==> src/rtl/seq_pkg.sv <==
`default_nettype none
// ============================================================================
// Module   : seq_pkg
// Brief    : Shared defaults and FSM state encoding for the sequence capture.
// Revision : 1.0
// ============================================================================
package seq_pkg;

  localparam int c_def_width = 32;
  localparam int c_def_idx_w = 8;

  typedef enum logic [1:0] {
    ST_IDLE    = 2'd0,
    ST_CAPTURE = 2'd1,
    ST_DRAIN   = 2'd2
  } state_t;

endpackage
`default_nettype wire

==> src/rtl/seq_fifo.sv <==
`default_nettype none
// ============================================================================
// Module   : seq_fifo
// Brief    : Register-array FIFO, head read from storage, push/pop when full.
// Revision : 1.0
// ============================================================================
module seq_fifo #(
  parameter int DW    = 40,
  parameter int DEPTH = 4
) (
  input  logic          clk,
  input  logic          rst,
  input  logic          i_push,
  input  logic [DW-1:0] i_wdata,
  input  logic          i_pop,
  output logic [DW-1:0] o_rdata,
  output logic          o_full,
  output logic          o_empty
);

  localparam int c_aw = $clog2(DEPTH);

  logic [c_aw:0]   r_wr_ptr;
  logic [c_aw:0]   r_rd_ptr;
  logic [DW-1:0]   r_mem [DEPTH];
  logic            w_do_push;
  logic            w_do_pop;

  assign o_empty   = (r_wr_ptr == r_rd_ptr);
  assign o_full    = (r_wr_ptr[c_aw] != r_rd_ptr[c_aw]) &&
                     (r_wr_ptr[c_aw-1:0] == r_rd_ptr[c_aw-1:0]);
  assign w_do_pop  = i_pop && !o_empty;
  // When full, the slot being written is the one being popped this edge.
  assign w_do_push = i_push && (!o_full || w_do_pop);
  assign o_rdata   = r_mem[r_rd_ptr[c_aw-1:0]];

  always_ff @(posedge clk or negedge rst) begin
    if (!rst) begin
      r_wr_ptr <= '0;
      r_rd_ptr <= '0;
      for (int i = 0; i < DEPTH; i++) begin
        r_mem[i] <= '0;
      end
    end else begin
      if (w_do_push) begin
        r_mem[r_wr_ptr[c_aw-1:0]] <= i_wdata;
        r_wr_ptr                  <= r_wr_ptr + 1'b1;
      end
      if (w_do_pop) begin
        r_rd_ptr <= r_rd_ptr + 1'b1;
      end
    end
  end

endmodule
`default_nettype wire

==> src/rtl/seq_capture.sv <==
`default_nettype none
// ============================================================================
// Module   : seq_capture
// Brief    : Captures N consecutive generator terms, tags index, flags wrap.
// Revision : 1.0
// ============================================================================
module seq_capture
  import seq_pkg::*;
#(
  parameter int WIDTH = c_def_width,
  parameter int DEPTH = 4,
  parameter int IDX_W = c_def_idx_w
) (
  input  logic             clk,
  input  logic             rst,
  input  logic [WIDTH-1:0] in_data,
  input  logic             start,
  input  logic [IDX_W-1:0] count,
  output logic [WIDTH-1:0] out_data,
  output logic [IDX_W-1:0] out_idx,
  output logic             out_valid,
  input  logic             out_ready,
  output logic             busy,
  output logic             done,
  output logic             ovf,
  output logic             dropped
);

  state_t             r_state, w_state_nxt;
  logic [IDX_W-1:0]   r_remaining, w_remaining_nxt;
  logic [IDX_W-1:0]   r_idx, w_idx_nxt;
  logic [WIDTH-1:0]   r_prev, w_prev_nxt;
  logic               r_ovf, w_ovf_nxt;
  logic               r_dropped, w_dropped_nxt;
  logic               r_zero_done, w_zero_done_nxt;

  logic               w_full;
  logic               w_empty;
  logic               w_pop;
  logic               w_can_push;
  logic               w_push;
  logic [IDX_W+WIDTH-1:0] w_rdata;

  assign w_pop      = !w_empty && out_ready;
  assign w_can_push = !w_full || w_pop;

  seq_fifo #(
    .DW    (IDX_W + WIDTH),
    .DEPTH (DEPTH)
  ) u_fifo (
    .clk     (clk),
    .rst     (rst),
    .i_push  (w_push),
    .i_wdata ({r_idx, in_data}),
    .i_pop   (w_pop),
    .o_rdata (w_rdata),
    .o_full  (w_full),
    .o_empty (w_empty)
  );

  always_ff @(posedge clk or negedge rst) begin
    if (!rst) begin
      r_state     <= ST_IDLE;
      r_remaining <= '0;
      r_idx       <= '0;
      r_prev      <= '0;
      r_ovf       <= 1'b0;
      r_dropped   <= 1'b0;
      r_zero_done <= 1'b0;
    end else begin
      r_state     <= w_state_nxt;
      r_remaining <= w_remaining_nxt;
      r_idx       <= w_idx_nxt;
      r_prev      <= w_prev_nxt;
      r_ovf       <= w_ovf_nxt;
      r_dropped   <= w_dropped_nxt;
      r_zero_done <= w_zero_done_nxt;
    end
  end

  always_comb begin
    w_state_nxt     = r_state;
    w_remaining_nxt = r_remaining;
    w_idx_nxt       = r_idx;
    w_prev_nxt      = r_prev;
    w_ovf_nxt       = r_ovf;
    w_dropped_nxt   = r_dropped;
    w_zero_done_nxt = 1'b0;
    w_push          = 1'b0;
    done            = r_zero_done;

    case (r_state)
      ST_IDLE: begin
        if (start) begin
          w_ovf_nxt     = 1'b0;
          w_dropped_nxt = 1'b0;
          if (count != '0) begin
            w_remaining_nxt = count;
            w_idx_nxt       = '0;
            w_state_nxt     = ST_CAPTURE;
          end else begin
            w_zero_done_nxt = 1'b1;
          end
        end
      end
      ST_CAPTURE: begin
        w_push = w_can_push;
        if (!w_can_push) begin
          w_dropped_nxt = 1'b1;
        end
        // First term of a capture has no predecessor to compare against.
        if ((r_idx != '0) && (in_data < r_prev)) begin
          w_ovf_nxt = 1'b1;
        end
        w_prev_nxt      = in_data;
        w_idx_nxt       = r_idx + 1'b1;
        w_remaining_nxt = r_remaining - 1'b1;
        if (r_remaining == IDX_W'(1)) begin
          w_state_nxt = ST_DRAIN;
        end
      end
      ST_DRAIN: begin
        if (w_empty) begin
          done        = 1'b1;
          w_state_nxt = ST_IDLE;
        end
      end
      default: begin
        w_state_nxt = ST_IDLE;
      end
    endcase
  end

  assign out_data  = w_rdata[WIDTH-1:0];
  assign out_idx   = w_rdata[IDX_W+WIDTH-1:WIDTH];
  assign out_valid = !w_empty;
  assign busy      = (r_state == ST_CAPTURE) || (r_state == ST_DRAIN);
  assign ovf       = r_ovf;
  assign dropped   = r_dropped;

endmodule
`default_nettype wire

==> config.mk <==
export PLATFORM = sky130hd
export DESIGN_NAME = seq_capture
export DESIGN_NICKNAME = d
export VERILOG_FILES = /design/src/rtl/seq_pkg.sv /design/src/rtl/seq_fifo.sv /design/src/rtl/seq_capture.sv
export SDC_FILE = /design/constraint.sdc
export NUM_CORES = 1
export LEC_CHECK = 0
export ABC_AREA = 1
export ABC_CLOCK_PERIOD_IN_PS = 2750
export CORE_MARGIN = 2
export CORE_UTILIZATION = 23
export DETAILED_ROUTE_END_ITERATION = 6
export GPL_TIMING_DRIVEN = 0
export PLACE_DENSITY = 0.35
export SLEW_MARGIN = 20
export SYNTH_ARGS = -nofsm -noshare
export SYNTH_HDL_FRONTEND = slang
export SYNTH_SLANG_ARGS = --single-unit
==> constraint.sdc <==
create_clock -name clk -period 2.75 [get_ports clk]
set_input_delay 0.4125 -clock clk [delete_from_list [all_inputs] [get_ports clk]]
set_output_delay 0.4125 -clock clk [all_outputs]
set_load 0.005 [all_outputs]
==> results of run 1 <==
[per-layer routing]
metal  vias to the layer above  global-route usage, %
met2                        96                   22.3
met4                         0                   3.36
li1                       3778                      -
met3                        35                   2.44
met1                      3810                   19.2
met5                         -                      0
[cell usage after synthesis, drive strengths merged (3+ instances only)]
| cell type | n | area [um2] |
|---|---|---|
| o22ai | 40 | 250 |
| nor3 | 11 | 55.1 |
| o21ai | 134 | 671 |
| xnor2 | 4 | 35.0 |
| nor2 | 113 | 432 |
| mux2 | 128 | 1440 |
| clkbuf | 31 | 116 |
| a21oi | 27 | 135 |
| xor2 | 5 | 43.8 |
| dfrtp | 219 | 5480 |
| buf | 24 | 139 |
| o21a | 33 | 248 |
| nand4 | 5 | 31.3 |
| a31oi | 3 | 18.8 |
| inv | 76 | 285 |
| ha | 43 | 538 |
| nand2 | 117 | 439 |
| nand3 | 9 | 45.0 |
[path summary, 6_finish.rpt]
| kind | end | slack [ns] |
|---|---|---|
| max | out_data[3] | 0.07 |
| min | ovf | 0.47 |
| max reg2reg | r_idx[6] | 0.30 |
| min reg2reg | ovf | 0.47 |
| max in group asynchronous | u_fifo.r_mem[103] | 1.48 |
| min in group asynchronous | u_fifo.r_mem[4] | 0.48 |
[layout by cell type, fill, tap and decap left out, drive strengths merged]
cell type and instances:
nor3b 1, a211oi 1, xnor2 4, dfrtp 219
mux2 128, ha 43, nor2 113, buf 34
o31ai 1, nand3 9, clkinv 8, a21o 1
nor4 1, nand4 5, o22ai 40, o21a 33
o21bai 1, inv 76, dlygate4sd2 4, and3 2
o21ai 134, a21oi 27, dlymetal6s2s 9, xor2 5
clkdlybuf4s50 74, nor3 11, clkbuf 68, bufinv 2
dlygate4sd3 1, o211ai 2, a31oi 3, nand2 117
[sequential cells by signal, summed over array words and instances (netlist names)]
register         count
r_zero_done          1
u_fifo.r_mem       160
u_fifo.r_rd_ptr      3
r_state              2
ovf                  1
r_idx                8
r_remaining          8
u_fifo.r_wr_ptr      3
r_prev              32
dropped              1
[power by group]
group | leakage (nW) | switching, mW | internal (mW) | total (mW)
Combinational | 2.77 | 4.02 | 3.72 | 7.74
Clock | 0.459 | 1.43 | 2.26 | 3.69
Sequential | 2.66 | 0.715 | 4.79 | 5.50
[layout make-up]
cell class / count / area share, %
multi-input combinational: 682 / 33.8
sequential: 219 / 40.8
timing repair buffer: 94 / 7.52
tap: 600 / 5.59
clock inverter: 8 / 0.670
inverter: 78 / 2.22
buffer: 55 / 3.19
clock buffer: 41 / 6.18
[kinds of logic (layout without fill, tap and decap cells)]
group	count (synthesis)	in the layout	synth area share, %
compound gates	243	243	13.2
xor+xnor	9	9	0.751
fa+ha+maj	43	43	5.13
buf+inv	133	276	5.22
flops	219	219	52.2
mux	128	128	13.7
simple gates	259	259	9.80
[worst register-to-register path, stage by stage, from the launching register on]
cell,delay (ns)
dfrtp_1,0.38
inv_1,0.10
ha_1,0.39
inv_1,0.16
a21oi_1,0.21
nand2_1,0.27
nor3_1,0.37
nand2_1,0.12
nor2_1,0.13
and3_1,0.16
nor2_1,0.05
[repair_timing]
item,4_1_cts,5_1_grt
endpoints found under the setup margin,41,32
gates resized for setup,78,28
hold buffers,1,0
setup buffers,0,2
pin swaps,6,7
endpoints found under the hold margin,81,0
==> reports/qor.csv, run 1 <==
metric;value;unit
outcome;completed;
unrepaired setup endpoints after global routing;true;
Hold WC Path Type;flip-flop to flip-flop;
Top Metal Used;met4;
worst setup path category;flip-flop to primary output;
fraction of layout cells with a size suffix above 1;19.0;%
CP Depth;6;
Cell Count, Final, Fillers Out;1777;
placed cells;1725;
number of distinct library cells after synthesis;32;
setup ws final;0.0734;ns
MaxCap Viol Count;0;
R2R Path Start;r_state[1];
FILL cells;4687;
Max H-tree Level;1;
Top cell by count, worst path;buf_6;
Skew-Pair Late Insertion Delay;0.55;ns
Routed Antenna Nets;0;
worst hold slack;0.473;ns
Final Total Pwr;16.9;mW
first-pass GRT wire length;50500;um
Place WS;-0.0829;ns
core area;0.0452;mm2
CP Capture Type;primary output;
VDD IR-drop max;0.412;mV
Min-Delay Startpoint;ovf;
Met2 Wirelength;14700;um
FP Rows;78;
GRT Util Overall;13.9;%
Mapped Nets;1121;
ANT cells;0;
# nets final;1245;
Multi-input gate area;0.00455;mm2
ys async rst share;100;%
ratio of final minimum period to clock period;97.3;%
Ports;89;
initial DRC count;379;
drt first pass iters;4;
Worst Path Required;2.34;ns
antenna violations before repair;0;
total wire length;31900;um
reg2reg path depth;10;
Sink Count;219;
vias in the first global route;8207;
number of vias per cell;4.34;
Final Cell Area;0.0134;mm2
CTS Root Cell;clkbuf_16;
WP data arrival;2.26;ns
synthesized instance count;1034;
IO buf count;88;
final hold violations;0;
Worst Hold Depth;2;
Area Overhead vs Synth;28.0;%
P per Cell Area;1260;mW/mm2
Slew headroom;57.3;%
Starting Density;23.2;%
grt total ovfl;0;
GPL Wtd Cong;0.756;
Die ar.;0.0474;mm2
met3 WL;1200;um
measured slew at the worst slew-check pin;0.640;ns
CP Launch Type;flip-flop;
Synthesis Warnings;0;
Clock Skews;0.0115;ns
HPWL Detailed;21100;um
Final Critical Period;2.68;ns
largest net degree at the start of global routing;84;
Num CTS Buffers;28;
CP max stage delay;0.54;ns
via count;7719;
Worst path top cell family by delay;buffers and inverters;
Die Ht;218;um
Cell Area, Synth;0.0105;mm2
Post-route DRC;0;
Setup violations, final;0;
Avg WL per Cell;18.0;um
flip-flop and latch area;0.00548;mm2
CTS tree;yes;
beginning of the critical path;u_fifo.r_rd_ptr[0];
Seq/Total Area, Yosys;52.2;%
worst-path cell chain;buf_6, clkinv_4, buf_6, nor2_1, o22ai_2, clkdlybuf4s50_1;
max-slew violation count;0;
clock buffer depth;3;
Slowest-stage cell, CP;clkdlybuf4s50_1;
Crit Path Max Fanout;10;
Critical path buffers and inverters;4;
CTS clk-pin slew, worst paths;0.06;ns
FMAX;374;MHz
LEAKAGE;5.89;nW
met1 wire length;15500;um
Setup TNS Final;0;ns
Main synth FF type;dfrtp_1;
Die W;218;um
number of synthesized register bits;219;
final core utilization;29.7;%
Post-synth EDFFs;0;
Mean Syn Cell Area;10.2;um2
Placed Instance Area;0.0122;mm2
Note: power is estimated with default switching activity, not from simulation.
==> inputs of run 2 (changes only) <==
- ABC_CLOCK_PERIOD_IN_PS: 2750 -> default
- CAP_MARGIN: default -> 25
==> results of run 2 <==
The final DEF is identical to that of run 1; final timing and power are the same.
